### config.mk
export PLATFORM = sky130hd
export DESIGN_NAME = vc_flit_buffer
export DESIGN_NICKNAME = d
export VERILOG_FILES = /design/src/rtl/vc_flit_buffer.sv
export SDC_FILE = /design/constraint.sdc
export NUM_CORES = 2
export LEC_CHECK = 0
export ABC_AREA = 1
export CAP_MARGIN = 0
export CORE_MARGIN = 1.5
export CORE_UTILIZATION = 33
export CTS_CLUSTER_SIZE = 14
export DETAILED_ROUTE_END_ITERATION = 12
export MAX_ROUTING_LAYER = met4
export PLACE_DENSITY = 0.46
export RECOVER_POWER = 100
export SYNTH_ARGS = -nofsm -noshare
export SYNTH_HDL_FRONTEND = slang
export SYNTH_SLANG_ARGS = --single-unit
export TNS_END_PERCENT = 20
### constraint.sdc
create_clock -name clk -period 13.8 [get_ports clk]
set_clock_uncertainty 0.1 [all_clocks]
set_input_delay 2.76 -clock clk [delete_from_list [all_inputs] [get_ports clk]]
set_output_delay 2.76 -clock clk [all_outputs]
set_load 0.01 [all_outputs]
### src/rtl/vc_flit_buffer.sv
// ---------------------------------------------------------------------------
// vc_flit_buffer : per-VC flit FIFOs with a round-robin shared drain port
// Revision 1.0 - initial release
// ---------------------------------------------------------------------------
`default_nettype none

module vc_flit_buffer #(
  parameter int FLIT_WIDTH = 128,
  parameter int NUM_VC     = 2,
  parameter int DEPTH      = 8,
  parameter int VCW        = (NUM_VC > 1) ? $clog2(NUM_VC) : 1
) (
  input  logic                  clk,
  input  logic                  nrst,
  input  logic                  in_valid,
  input  logic [VCW-1:0]        in_vc,
  input  logic [FLIT_WIDTH-1:0] in_flit,
  output logic                  in_ready,
  output logic                  out_valid,
  output logic [VCW-1:0]        out_vc,
  output logic [FLIT_WIDTH-1:0] out_flit,
  input  logic                  out_ready,
  output logic [2*NUM_VC-1:0]   vc_state,
  output logic                  overflow
);

  localparam int PW = $clog2(DEPTH);
  localparam int CW = PW + 1;

  localparam logic [1:0] ST_EMPTY       = 2'b00;
  localparam logic [1:0] ST_VACANT      = 2'b01;
  localparam logic [1:0] ST_ALMOST_FULL = 2'b10;
  localparam logic [1:0] ST_FULL        = 2'b11;

  logic [FLIT_WIDTH-1:0] mem [NUM_VC][DEPTH];
  logic [PW-1:0]         head  [NUM_VC];
  logic [PW-1:0]         tail  [NUM_VC];
  logic [CW-1:0]         count [NUM_VC];
  logic [VCW-1:0]        last_grant;
  logic [VCW-1:0]        held_vc;
  logic                  locked;

  logic                  in_legal;
  logic [VCW-1:0]        in_idx;
  logic [VCW-1:0]        grant;
  logic [NUM_VC-1:0]     nonempty;
  logic [NUM_VC-1:0]     push_vc;
  logic [NUM_VC-1:0]     pop_vc;
  logic                  push;
  logic                  pop;
  logic                  found;
  int                    idx;

  assign in_legal = {1'b0, in_vc} < (VCW+1)'(NUM_VC);
  assign in_idx   = in_legal ? in_vc : '0;
  assign in_ready = in_legal && (count[in_idx] != CW'(DEPTH));
  assign push     = in_valid && in_ready;
  assign out_valid = |nonempty;
  assign pop      = out_valid && out_ready;

  generate
    for (genvar v = 0; v < NUM_VC; v++) begin : g_vc
      assign nonempty[v] = count[v] != '0;
      assign push_vc[v]  = push && (in_idx == VCW'(v));
      assign pop_vc[v]   = pop && (grant == VCW'(v));
      assign vc_state[2*v +: 2] =
          (count[v] == '0)             ? ST_EMPTY :
          (count[v] == CW'(DEPTH))     ? ST_FULL :
          (count[v] == CW'(DEPTH - 1)) ? ST_ALMOST_FULL : ST_VACANT;
    end
  endgenerate

  // A stalled grant is pinned by the lock so a late push elsewhere cannot steal it.
  always_comb begin
    grant = '0;
    found = 1'b0;
    idx   = 0;
    if (locked) begin
      grant = held_vc;
    end else begin
      for (int i = 1; i <= NUM_VC; i++) begin
        idx = (int'(last_grant) + i) % NUM_VC;
        if (!found && nonempty[idx]) begin
          grant = VCW'(idx);
          found = 1'b1;
        end
      end
    end
  end

  assign out_vc   = out_valid ? grant : '0;
  assign out_flit = out_valid ? mem[grant][head[grant]] : '0;

  always_ff @(posedge clk) begin
    if (push) mem[in_idx][tail[in_idx]] <= in_flit;
  end

  always_ff @(posedge clk or negedge nrst) begin
    if (!nrst) begin
      for (int v = 0; v < NUM_VC; v++) begin
        head[v]  <= '0;
        tail[v]  <= '0;
        count[v] <= '0;
      end
      last_grant <= VCW'(NUM_VC - 1);
      held_vc    <= '0;
      locked     <= 1'b0;
      overflow   <= 1'b0;
    end else begin
      overflow <= in_valid && !in_ready;
      for (int v = 0; v < NUM_VC; v++) begin
        if (push_vc[v]) tail[v] <= tail[v] + 1'b1;
        if (pop_vc[v])  head[v] <= head[v] + 1'b1;
        count[v] <= count[v] + CW'(push_vc[v]) - CW'(pop_vc[v]);
      end
      if (pop) begin
        last_grant <= grant;
        locked     <= 1'b0;
      end else if (out_valid) begin
        locked  <= 1'b1;
        held_vc <= grant;
      end
    end
  end

endmodule

`default_nettype wire

==> results.md <==
Synthesis:
- The fraction of registers with async set or reset after synthesis is 0.0116.
- After synthesis, the largest family of logic cells by area is simple AND/OR/NAND/NOR gates.
- Of the post-synthesis cell area, the dominant cell type holds 0.664.
- After synthesis the netlist holds a flip-flop and latch count of 2072.
- Ranked by total cell area, the synthesized netlist is headed by sky130_fd_sc_hd__edfxtp_1 (66%), sky130_fd_sc_hd__nand2_1 (16%), sky130_fd_sc_hd__inv_1 (3.8%).
- The xor and xnor fraction of the mapped netlist area is 0.00113.
- Of the total synthesized cell area, the portion taken by AND, OR, NAND and NOR gates is 0.243.
- The share of synthesized area occupied by flip-flops and latches is 0.670.
- Among all flip-flop cells after synthesis, the most frequent one is sky130_fd_sc_hd__edfxtp_1.
- The most repeated cell in the gate-level netlist after synthesis is sky130_fd_sc_hd__nand2_1.
- The count of flip-flops with a built-in enable after synthesis is 2048.
- Summed over all instances, the cell type with the most area after synthesis is sky130_fd_sc_hd__edfxtp_1.
- The synthesized-area fraction occupied by ao, oa, aoi and oai cells was 0.0145.
- By count the netlist is led by sky130_fd_sc_hd__nand2_1 (3875), sky130_fd_sc_hd__edfxtp_1 (2048), sky130_fd_sc_hd__inv_1 (928).
- Synthesis produced around 9300 cells.
- Summing every instance area after synthesis gives 92700 um^2.
- The fraction of synthesized area in multiplexers is 0.000243.
- Of the total synthesized cell area, the portion taken by full adders, half adders and majority gates is 0.00286.
- The average cell area after synthesis is approximately 10 um^2.
- For this run, the number of Yosys warnings is 0.
- The number of different library cells used by synthesis comes to 30.
- The post-synthesis net count is 9442.

Power:
- The sequential cell fraction of total power is 0.340.
- In this run the static leakage power is around 0.044 uW.
- The combinational cell fraction of total power is 0.389.
- Dividing total power by cell area gives a power density of roughly 210 nW/um^2.
- The worst-case vdd ir drop is 0.000209 V.
- Of the total power, the share spent switching nets is 0.394.
- Overall power consumption after layout is estimated at 22100 uW.
- Of the total power, the clock network draws 0.271.
- The internal cell power is between 10000 and 15000 uW.
- The total net switching power is 8700 uW.

Routing:
- In the final routed layout, each cell accounts on average for 20.2 um.
- The detailed-router iteration count before antenna repair is 9.
- For this run, design rule violations remaining after detail routing come to 36.
- The violation count after the first detailed-routing iteration is 4276.
- For this block, the via count after detailed routing is 61935.
- The detailed-route wire length is 269 mm.
- The post-detailed-route count of antenna-violating nets is 0.
- The post-detailed-route via-to-cell ratio is 4.65.

Floorplanning:
- The floorplan die area is 284000 um^2.
- The count of standard-cell rows is 194.
- The die boundary width is approximately 530 um.
- For this configuration, the core starts out at a cell density of 0.332.
- The die outline height is 533 um.
- The core region is about 280000 um^2.
- The number of primary I/O pins is 269.

STA:
- The peak clock frequency supported by timing is 85.8 MHz.
- Setup repair after global routing left no endpoint under its margin.
- The number of pins exceeding their max-slew limit in the final report came to between 2000 and 2500.
- The worst path needs 11.65 ns of the cycle, external delays included.
- For the pin with the worst max-slew slack, the measured transition is between 4 and 5 ns.
- Setup violations remaining at the end of the flow were counted as 0.
- In the final timing run, aggregate negative setup slack is 0 ns.
- The final hold violation count is 0.
- In this run the tightest slew margin relative to its limit is -2.11.
- Dividing the final minimum period by the clock period gives 0.844.
- The worst path meets setup with about 2.1 ns of slack.

Clock network:
- The total setup buffers inserted after CTS is 0.
- Buffers inserted during clock tree synthesis total approximately 240.
- CTS saw 2072 sinks.
- No sink is reached through more buffers than the 4 on the longest clock path.
- For this design, the CTS-stage hold fixing added 0 buffers.
- TritonCTS built the clock tree.
- In this run the number of H-tree levels came out at 4.
- The insertion delay to the later sink of the worst-skew pair is 0.92 ns.
- Gates resized during post-CTS repair numbered 0.
- Clock tree synthesis selected as its root buffer the cell sky130_fd_sc_hd__clkbuf_16.
- Clock-pin slew was measured on the worst setup and hold paths at about 0.060 ns.

Worst hold path:
- Along the worst hold path, the cell count comes to 1.
- The beginning of the worst hold path is tail[2].
- The end of the worst hold path is tail[2].
- The tightest min-delay check is of the flip-flop to flip-flop type.

Final layout:
- The area added between synthesis and finish is 13.6%.
- In the final layout, the share of cells above drive strength 1 is 0.0403.
- For this run, the post-layout net count is 9525.
- The finished cells cover 105000 um^2.
- The multi-input combinational cells in the finished layout cover a total of ~24000 um^2.
- At the end of the flow the core is filled with cells to 0.377.
- Summing all flip-flop and latch instances after layout gives a little over 60000 um^2.
- After filler insertion, the fill cell instance count of the layout stands at 27440.

Setup path:
- The startpoint of the lowest-slack register-to-register path is count[5].
- The critical path class is flip-flop to output pin.
- The worst setup path is launched from a flip-flop.
- The capturing point of the worst reg2reg path is mem[1][719].
- The required time at the endpoint of the critical path is between 10 and 15 ns.
- The endpoint kind of the worst setup timing path is an output pin.
- The reg-to-reg setup timing slack is 5.42 ns.
- Of all nets on the critical path, the largest fanout is 49.
- The worst path arrival time is 8.79 ns.
- The number of cells on the worst reg-to-reg path is 10.

GRT:
- The total global-route track usage is 0.193.
- Entering global routing, the biggest net connects 227 pins.
- The via count of the first global-routing pass is a little over 60000.
- Summed over all layers, the global routing overflow is 0.
- The initial antenna violation count was 35.
- The first global-routing pass estimated 403 mm of wire.

Run status:
- The run finished, with violations left.
- The checks that failed: design-rule violations, max-capacitance violations, max-slew violations.

Placement:
- Detailed placement finished with a half-perimeter wire length of 129 mm.
- The placer's final routability congestion estimate is approximately 0.74.
- Prior to clock tree synthesis, the placed netlist has a worst setup slack of between 4 and 5 ns.
- The placed cell area is 98300 um^2.
- The total of buffers placed on input and output ports is 268.

Flow run:
- The max-capacitance violation count is 54.
==> power groups by stage <==
stage	logic, uW	registers, uW	clock network, uW
after floorplan	5460	7650	0
after global placement	8970	7590	0
after detailed placement	8960	7600	0
after CTS	9000	7470	6170
after global routing	9640	7540	6380
final	8600	7500	5990
==> cell families after synthesis <==
| logic type | count (synthesis) |
|---|---|
| AOI/OAI and AO/OA | 267 |
| and+or+nand+nor | 5462 |
| adders and majority gates | 20 |
| DFF | 2072 |
| muxes | 2 |
| xor gates and xnor gates | 12 |
| buffers and inverters | 1454 |
==> per-layer routing <==
layer,vias up,wire length (um),global-route usage,part of all wire
li1,30087,-,-,-
met1,30287,126000,0.259,0.47
met2,1191,126000,0.312,0.47
met3,370,11700,0.0237,0.044
met4,0,5790,0.0443,0.021
met5,-,0,-,0
==> area by class of cell <==
cell class / count / area share
tap: 3724 / 0.0443
antenna: 24 / 0.000570
clock inverter: 136 / 0.00961
clock buffer: 293 / 0.0593
inverter: 931 / 0.0333
sequential: 2072 / 0.590
multi-input combinational: 5763 / 0.231
timing repair buffer: 368 / 0.0321
==> worst max-delay path by stage <==
stage          slack [ns]  cells past startpoint           to  startpoint
5_1_grt              1.50                     17  out_flit[8]    count[2]
3_3_place_gp         4.36                     15  out_flit[7]    count[2]
4_1_cts              3.31                     15  out_flit[7]    count[2]
3_5_place_dp         4.36                     15  out_flit[7]    count[2]
6_report             2.15                     10  out_flit[5]    count[2]
2_1_floorplan        4.26                      8    mem[0][0]       in_vc
==> layout by cell type, fill, tap and decap left out, types with 23 or more instances in the layout <==
master,synthesis,final
sky130_fd_sc_hd__o21ai_0,117,117
sky130_fd_sc_hd__diode_2,0,24
sky130_fd_sc_hd__buf_4,78,43
sky130_fd_sc_hd__nand2_1,3875,3875
sky130_fd_sc_hd__clkinv_1,0,78
sky130_fd_sc_hd__clkbuf_16,0,240
sky130_fd_sc_hd__nand3_1,391,391
sky130_fd_sc_hd__clkbuf_1,101,87
sky130_fd_sc_hd__clkinv_2,0,34
sky130_fd_sc_hd__inv_1,928,928
sky130_fd_sc_hd__edfxtp_1,2048,2048
sky130_fd_sc_hd__dlygate4sd3_1,0,250
sky130_fd_sc_hd__dfrtp_1,23,23
sky130_fd_sc_hd__nand3b_1,388,388
sky130_fd_sc_hd__o21ai_1,143,142
sky130_fd_sc_hd__nor2_1,793,792
==> stage by stage <==
stage,hold WS (ns),cells
floorplan,0.338,9289
global route,0.385,13301
detailed placement,0.361,12858
global placement,0.356,12858
finish,0.367,13311
CTS,0.371,13287
==> registers in the layout (all words and copies together), names as in the netlist <==
signal / count
locked: 1
count: 8
overflow: 1
head: 6
held_vc: 1
tail: 6
last_grant: 1
mem: 2048
==> critical path, cell delays in order, from the launching register on <==
cell	delay [ns]
sky130_fd_sc_hd__dfrtp_1	0.36
sky130_fd_sc_hd__inv_1	0.09
sky130_fd_sc_hd__ha_1	0.22
sky130_fd_sc_hd__nand2_1	0.12
sky130_fd_sc_hd__nor2_1	0.09
sky130_fd_sc_hd__clkinvlp_2	1.78
sky130_fd_sc_hd__clkbuf_1	2.61
sky130_fd_sc_hd__buf_4	1.05
sky130_fd_sc_hd__nand2_1	0.18
sky130_fd_sc_hd__nor2_1	0.54
sky130_fd_sc_hd__dlygate4sd3_1	0.71
(Power assumes the default switching activity.)
